File: src/rtl/i2s_adc_receiver.sv
// I2S clock master and stereo capture path for the external ADC: generates BCLK/LRCLK,
// deserialises left/right words and offers each pair through a one-entry holding buffer.
module i2s_adc_receiver #(
    parameter int CLK_DIV      = 18,
    parameter int SAMPLE_WIDTH = 16
) (
    input  logic                    clk,
    input  logic                    reset,
    output logic                    i2sBitClock,
    output logic                    i2sLeftRightSelect,
    input  logic                    i2sSoundData,
    output logic [SAMPLE_WIDTH-1:0] left_sample,
    output logic [SAMPLE_WIDTH-1:0] right_sample,
    output logic                    sample_valid,
    input  logic                    sample_ready,
    output logic [7:0]              overrun_count
);
    localparam int DIV_W = (CLK_DIV > 0) ? $clog2(CLK_DIV + 1) : 1;
    localparam int IDX_W = (SAMPLE_WIDTH > 1) ? $clog2(SAMPLE_WIDTH) : 1;
    localparam logic [DIV_W-1:0] DIV_LAST = DIV_W'(CLK_DIV);
    localparam logic [IDX_W-1:0] IDX_LAST = IDX_W'(SAMPLE_WIDTH - 1);

    logic [DIV_W-1:0]        div_cnt_r, div_cnt_s;
    logic                    bclk_r, bclk_s;
    logic                    lrclk_r, lrclk_s;
    logic [IDX_W-1:0]        bit_idx_r, bit_idx_s;
    logic                    sd_meta_r, sd_sync_r;
    logic [SAMPLE_WIDTH-1:0] shift_r, shift_s, shift_next_s;
    logic [SAMPLE_WIDTH-1:0] left_pend_r, left_pend_s;
    logic                    first_rise_r, first_rise_s;
    logic                    primed_r, primed_s;
    logic [SAMPLE_WIDTH-1:0] left_r, left_s, right_r, right_s;
    logic                    valid_r, valid_s;
    logic [7:0]              ovf_r, ovf_s;
    logic                    tick_s, rise_s, fall_s, slot_end_s;
    logic                    word_done_s, left_done_s, pair_done_s;

    // Bit-clock edge strobes and word-complete detection
    always_comb begin
        tick_s       = (div_cnt_r == DIV_LAST);
        rise_s       = tick_s & ~bclk_r;
        fall_s       = tick_s & bclk_r;
        slot_end_s   = fall_s & (bit_idx_r == IDX_LAST);
        shift_next_s = {shift_r[SAMPLE_WIDTH-2:0], sd_sync_r};
        // One-bit I2S delay: the first RISE of a slot carries the previous slot's LSB
        word_done_s  = rise_s & first_rise_r;
        left_done_s  = word_done_s & lrclk_r;
        pair_done_s  = word_done_s & ~lrclk_r;
    end

    // Next-state for clock generation, capture and holding buffer
    always_comb begin
        div_cnt_s    = tick_s ? {DIV_W{1'b0}} : div_cnt_r + DIV_W'(1);
        bclk_s       = tick_s ? ~bclk_r : bclk_r;
        lrclk_s      = slot_end_s ? ~lrclk_r : lrclk_r;
        shift_s      = rise_s ? shift_next_s : shift_r;
        left_pend_s  = left_done_s ? shift_next_s : left_pend_r;
        bit_idx_s    = bit_idx_r;
        first_rise_s = first_rise_r;
        primed_s     = primed_r;
        left_s       = left_r;
        right_s      = right_r;
        valid_s      = valid_r;
        ovf_s        = ovf_r;
        if (fall_s) begin
            bit_idx_s = (bit_idx_r == IDX_LAST) ? {IDX_W{1'b0}} : bit_idx_r + IDX_W'(1);
        end else begin
            bit_idx_s = bit_idx_r;
        end
        if (slot_end_s) begin
            first_rise_s = 1'b1;
        end else if (rise_s) begin
            first_rise_s = 1'b0;
        end else begin
            first_rise_s = first_rise_r;
        end
        if (pair_done_s) begin
            if (!primed_r) begin
                primed_s = 1'b1;
            end else if (!valid_r || sample_ready) begin
                left_s  = left_pend_r;
                right_s = shift_next_s;
                valid_s = 1'b1;
            end else if (ovf_r != 8'hFF) begin
                ovf_s = ovf_r + 8'd1;
            end else begin
                ovf_s = ovf_r;
            end
        end else if (valid_r && sample_ready) begin
            valid_s = 1'b0;
        end else begin
            valid_s = valid_r;
        end
    end

    // State registers with asynchronous active-low reset
    always_ff @(posedge clk or negedge reset) begin
        if (!reset) begin
            div_cnt_r    <= {DIV_W{1'b0}};
            bclk_r       <= 1'b0;
            lrclk_r      <= 1'b0;
            bit_idx_r    <= {IDX_W{1'b0}};
            sd_meta_r    <= 1'b0;
            sd_sync_r    <= 1'b0;
            shift_r      <= {SAMPLE_WIDTH{1'b0}};
            left_pend_r  <= {SAMPLE_WIDTH{1'b0}};
            first_rise_r <= 1'b0;
            primed_r     <= 1'b0;
            left_r       <= {SAMPLE_WIDTH{1'b0}};
            right_r      <= {SAMPLE_WIDTH{1'b0}};
            valid_r      <= 1'b0;
            ovf_r        <= 8'd0;
        end else begin
            div_cnt_r    <= div_cnt_s;
            bclk_r       <= bclk_s;
            lrclk_r      <= lrclk_s;
            bit_idx_r    <= bit_idx_s;
            sd_meta_r    <= i2sSoundData;
            sd_sync_r    <= sd_meta_r;
            shift_r      <= shift_s;
            left_pend_r  <= left_pend_s;
            first_rise_r <= first_rise_s;
            primed_r     <= primed_s;
            left_r       <= left_s;
            right_r      <= right_s;
            valid_r      <= valid_s;
            ovf_r        <= ovf_s;
        end
    end

    assign i2sBitClock        = bclk_r;
    assign i2sLeftRightSelect = lrclk_r;
    assign left_sample        = left_r;
    assign right_sample       = right_r;
    assign sample_valid       = valid_r;
    assign overrun_count      = ovf_r;
endmodule

File: config.mk
export PLATFORM = sky130hd
export DESIGN_NAME = i2s_adc_receiver
export DESIGN_NICKNAME = d
export VERILOG_FILES = /design/src/rtl/i2s_adc_receiver.sv
export SDC_FILE = /design/constraint.sdc
export NUM_CORES = 1
export LEC_CHECK = 0
export CAP_MARGIN = 20
export CORE_MARGIN = 10
export CORE_UTILIZATION = 54
export CTS_CLUSTER_DIAMETER = 200
export DETAILED_ROUTE_END_ITERATION = 6
export HOLD_SLACK_MARGIN = 0.1
export PLACE_DENSITY = 0.79
export SYNTH_ARGS = -nofsm -noshare
export SYNTH_HDL_FRONTEND = slang
export SYNTH_SLANG_ARGS = --single-unit
File: constraint.sdc
create_clock -name clk -period 2.3 [get_ports clk]
set_input_delay 0.46 -clock clk [delete_from_list [all_inputs] [get_ports clk]]
set_output_delay 0.46 -clock clk [all_outputs]
set_load 0.02 [all_outputs]
==> out/qor.txt, run 1 <==
outcome: complete, no violations
timing endpoint of the critical path: left_pend_r[4]
met2 usage in global routing: 0.194
min cycle time layout: 2030 ps
level count of the clock H-tree: 3
HPWL after detailed placement: 4050 um
Final TNS setup: 0 ps
share of synthesized cell area in full adder, half adder and majority cells: 0.0145
# DRC: 0
clock insertion delay at the later pin of the skew report: 360 ps
placement row count: 29
Clock Path Buffers: 2
Post-Synthesis Mean Instance Area: 15.3 um2
main flop type after synthesis: dfrtp_1
clock tree from TritonCTS: built
share of post-route cells with drive strength above 1: 0.300
Post-layout nets: 286
Hold Path Cell Cnt: 0
Post-Place Cells: 343
Routed Antenna Nets: 0
pin slew with the least headroom to its limit: 558 ps
drt pass-1 iters: 4
count of final setup violators: 0
die height: 100 um
global-route wire length before repair: 10,300 um
combined global-route utilization of all metal layers: 0.129
DRC violation total after the first TritonRoute iteration: 40
placer's final routability congestion estimate: 0.715
placeable core region: 0.00628 mm2
TritonCTS Sinks: 87
number of synthesized flops with an enable pin: 0
residual overflow from global routing: 0
area delta synth->final: 21.9%
part of the Yosys area used for sequential elements: 0.631
terminus of the critical flop-to-flop path: left_pend_r[4]
detail-routed via count per cell: 5.35
startpoint of the most critical setup path: div_cnt_r[0]
async set or reset register ratio after synthesis: 1.00
post-synth net total: 234
non-filler instance count after layout: 360
simple-gate share of the synthesized area: 0.0645
cell area after synthesis: 0.00345 mm2
Peak supply drop: 0.409 mV
I/O Pins: 47
static leakage: 2.05 nW
via count of the routed design: 1,925
xor/xnor share of the synthesized area: 0.0304
proportion of netlist area held by the largest area contributor: 0.631
most frequent cells after synthesis: dfrtp_1 (87), mux2_2 (52), mux2_4 (10)
layer carrying the most global-route usage: met2
initial antenna violation count: 0
max-slew violations: 0
R2R Setup Slk: 270 ps
crit path max fanout: 16
Yosys warning count: 0
Port Buffers: 46
max-capacitance violation count: 0
post-route clock period utilization: 0.883
Critical Path Start Type: register
Synth cell types: 30
area enclosed by the die boundary: 0.00999 mm2
sum of routed wire length over all layers: 5870 um
r2r worst-path depth: 6
met3 demand-to-capacity share in global routing: 0.0481
sort of element at the end of the critical path: register
leading cell types by total area after synthesis: dfrtp_1 (63%), mux2_2 (17%), mux2_4 (4.3%), xor2_1 (2.0%), ha_1 (1.4%)
CP required: 2550 ps
effective utilization at floorplan: 0.550
maximum clock skew at final layout: 12.3 ps
complex-gate fraction of the synthesized area: 0.0156
combinational family with the most area after synthesis: multiplexers
vias in the first global route: 2,050
overall die width: 100 um
most repeated cell in the gate-level netlist after synthesis: dfrtp_1
Post-Syn Instances: 226
root buf cell: clkbuf_8
largest area contributor in the synthesized netlist: dfrtp_1
setup repair after global routing missed its margin: false
P per Cell Area: 630 mW/mm2
R2R Path Start: div_cnt_r[0]
routed wirelength normalized by instance count: 16.3 um
multiplexer share of the synthesized area: 0.223
type of the setup path with the least slack: register to register
diodes inserted: 0
post-CTS clock slew at the launch and capture registers of the worst setup and hold paths: 80 ps
global-route track usage on met1: 0.158
Arrival @ worst endpoint: 2280 ps
Fmax: 492 MHz
maximum number of pins on one net before global-route repair: 48
worst min-delay path category: register to register
tightest slew margin relative to the limit: 0.627
cts bufs inserted: 9
final hold vios: 0
flip-flop and latch count after synthesis: 87
==> power breakdown <==
group          internal, W  switching [W]
Clock             0.000563       0.000516
Combinational   0.00000947      0.0000295
Sequential         0.00153     0.00000162
==> kinds of logic after synthesis <==
logic type      count (synthesis)
xor+xnor                       12
flops                          87
buf+inv                        11
fa+ha+maj                       4
simple gates                   38
compound gates                  9
mux                            65
==> cell usage in the layout (no fill, tap or decap), drive strengths merged, types with 3 or more instances in the layout <==
cell type	Yosys	routed
ha	4	4
nand2	6	6
nor2	7	7
clkdlybuf4s50	0	45
nor4	3	3
xor2	8	8
xnor2	4	4
a21oi	4	4
buf	8	4
mux2	65	65
nand3	7	7
nor3	4	4
nand4	3	3
clkbuf	1	12
dfrtp	87	87
==> worst max-delay path, stage by stage, from the launching register on <==
cell and delay (ps):
dfrtp_1 410, inv_1 70, ha_1 170, and4bb_4 350, nor2b_4 170, and3_4 390, mux2_2 370
==> per-stage QoR <==
step	setup WS (ps)	power [W]	cell area, um2	hold slack, ps	util
after floorplan	350	0.00156	3450	164	-
after global placement	317	0.00160	3990	334	0.635
after detailed placement	250	0.00160	3990	335	0.635
after CTS	247	0.00268	4210	346	0.670
after global routing	147	0.00276	4210	369	0.670
final	268	0.00265	4210	341	0.670
==> flip-flops by register name, summed over array words and instances, names as in the netlist <==
signal,cells
right_sample,16
shift_r,15
overrun_count,8
bit_idx_r,4
sd_sync_r,1
sample_valid,1
sd_meta_r,1
left_pend_r,16
i2sBitClock,1
first_rise_r,1
i2sLeftRightSelect,1
left_sample,16
div_cnt_r,5
primed_r,1
==> cell type report <==
cell class                 count  area, um2
timing repair buffer          50        515
tap                           77       96.3
fill                         474       2070
clock buffer                  12        155
multi-input combinational    128       1200
inverter                       2       7.51
sequential                    87       2180
clock inverter                 4       53.8
==> per-layer routing <==
| metal | wire, um | share of wire |
|---|---|---|
| met1 | 2560 | 0.44 |
| met4 | 125 | 0.021 |
| met5 | 0 | 0 |
| met2 | 2800 | 0.48 |
| met3 | 384 | 0.065 |
==> worst min path at each step <==
| stage | slack, ps | from | endpoint |
|---|---|---|---|
| floorplan | 160 | reset | bit_idx_r[0] |
| global placement | 330 | sd_meta_r | sd_sync_r |
| detailed placement | 330 | sd_meta_r | sd_sync_r |
| CTS | 350 | sd_meta_r | sd_sync_r |
| global route | 370 | sd_meta_r | sd_sync_r |
| finish | 340 | sd_meta_r | sd_sync_r |
==> what timing repair did <==
action                     4_1_cts  5_1_grt
hold endpoints to repair        37        0
hold buffers                     1        0
buffers inserted                 0        0
resized for setup                0        0
setup endpoints to repair        0        0
Note: power is estimated with default switching activity, not from simulation.
==> inputs of run 2 (changes only) <==
--- a/config.mk
+++ b/config.mk
@@ -12,6 +12,7 @@
 export DETAILED_ROUTE_END_ITERATION = 6
 export HOLD_SLACK_MARGIN = 0.1
 export PLACE_DENSITY = 0.79
+export SKIP_CTS_REPAIR_TIMING = 1
 export SYNTH_ARGS = -nofsm -noshare
 export SYNTH_HDL_FRONTEND = slang
 export SYNTH_SLANG_ARGS = --single-unit
==> run 2 against run 1 <==
Effect of this change: sequential share of layout area is 0.12 points higher; first-iteration DRC count up 15%; count of clock-buffer cells in the layout is the same; wire length fell by 0.24%; critical path depth unchanged; die area did not move; core utilization fell by 0.16 points; combinational power decreased by 4%; sequential power about the same; largest cell class unchanged; highest routed layer unchanged.
==> out/qor.txt, run 2 (same netlist as run 1, synthesis figures left out) <==
# DRC: 0
CP required: 2550 ps
Layout fillers: 477
count of final setup violators: 0
sort of element at the end of the critical path: register
tightest slew margin relative to the limit: 0.627
Final TNS setup: 0 ps
maximum number of pins on one net before global-route repair: 48
clock insertion delay at the later pin of the skew report: 360 ps
R2R Path Start: div_cnt_r[0]
HPWL after detailed placement: 4050 um
max-capacitance violation count: 0
type of the setup path with the least slack: register to register
via count of the routed design: 1,916
drt pass-1 iters: 4
post-CTS clock slew at the launch and capture registers of the worst setup and hold paths: 80 ps
non-filler instance count after layout: 359
TritonCTS Sinks: 87
WL met3: 384 um
diodes inserted: 0
I/O Pins: 47
Arrival @ worst endpoint: 2280 ps
pin slew with the least headroom to its limit: 558 ps
placer's final routability congestion estimate: 0.715
area delta synth->final: 21.6%
level count of the clock H-tree: 3
most frequent cells in the layout: dfrtp_1 (87), mux2_2 (52), clkdlybuf4s50_1 (45)
die height: 100 um
Post-layout nets: 285
Fmax: 492 MHz
r2r worst-path depth: 6
residual overflow from global routing: 0
Port Buffers: 46
most common library cell in the layout ignoring fill and taps: dfrtp_1
static leakage: 2.04 nW
outcome: complete, no violations
post-route clock period utilization: 0.884
footprint of the multi-input gates: 0.00120 mm2
effective utilization at floorplan: 0.550
post-route worst setup slack: 267 ps
DRC violation total after the first TritonRoute iteration: 46
global-route wire length before repair: 10,300 um
min cycle time layout: 2030 ps
Critical Path Start Type: register
final hold vios: 0
overall die width: 100 um
length of routed wiring on met1: 2540 um
sum of routed wire length over all layers: 5860 um
Post-Place Cells: 343
Peak supply drop: 0.409 mV
max-slew violations: 0
uppermost signal routing layer after detailed routing: met4
routed wirelength normalized by instance count: 16.3 um
initial antenna violation count: 0
crit path max fanout: 16
clock tree from TritonCTS: built
placement row count: 29
worst min-delay path category: primary input to asynchronous set/reset pin
maximum clock skew at final layout: 12.3 ps
vias in the first global route: 2,047
detail-routed via count per cell: 5.34
combined global-route utilization of all metal layers: 0.129
placeable core region: 0.00628 mm2
startpoint of the most critical setup path: div_cnt_r[0]
Clock Path Buffers: 2
worst hold slack: 77.4 ps
Sequential Area: 0.00218 mm2
P per Cell Area: 631 mW/mm2
Routed Antenna Nets: 0
worst setup slack before clock tree synthesis: 250 ps
share of post-route cells with drive strength above 1: 0.301
setup repair after global routing missed its margin: false
met2 routed wirelength: 2810 um
R2R Setup Slk: 270 ps
area enclosed by the die boundary: 0.00999 mm2
root buf cell: clkbuf_8
cts bufs inserted: 9
[run 2: cell types whose count changed in the layout (fill, tap and decap cells not counted), sizes merged]
| cell | before | now |
|---|---|---|
| dlygate4sd3 | 1 | 0 |
[run 2: layout make-up]
cell class | count | share of cell area
tap | 77 | 0.0230
multi-input combinational | 128 | 0.286
clock buffer | 12 | 0.0370
sequential | 87 | 0.519
clock inverter | 4 | 0.0128
inverter | 2 | 0.00179
timing repair buffer | 49 | 0.120
[run 2: path summary, 6_finish.rpt]
| path | endpoint |
|---|---|
| setup / recovery | left_pend_r[4] |
| hold / removal | bit_idx_r[0] |
| setup reg to reg | left_pend_r[4] |
| hold reg to reg | sd_sync_r |
| max in group asynchronous | left_pend_r[5] |
| min in group clk | sd_sync_r |
[run 2: where the power goes]
group          leakage (nW)  switching [W]  internal (W)
sequential             1.19     0.00000162       0.00153
clock                0.0988       0.000515      0.000563
combinational         0.754      0.0000292    0.00000835
[run 2: metal layers]
layer,global-route usage,vias to the layer above
li1,-,901
met1,0.158,966
met2,0.194,38
met3,0.0481,11
met4,0.0662,0
met5,0,-
[run 2: per-stage QoR]
stage	area (um2)	utilization	power [W]
after floorplan	3450	-	0.00156
after global placement	3990	0.635	0.00160
after detailed placement	3990	0.635	0.00160
after CTS	4200	0.669	0.00268
after global routing	4200	0.669	0.00276
final	4200	0.669	0.00265
[run 2: critical path: stages (launching register included)]
cell	delay, ps
dfrtp_1	410
inv_1	70
ha_1	170
and4bb_4	350
nor2b_4	170
and3_4	390
mux2_2	370
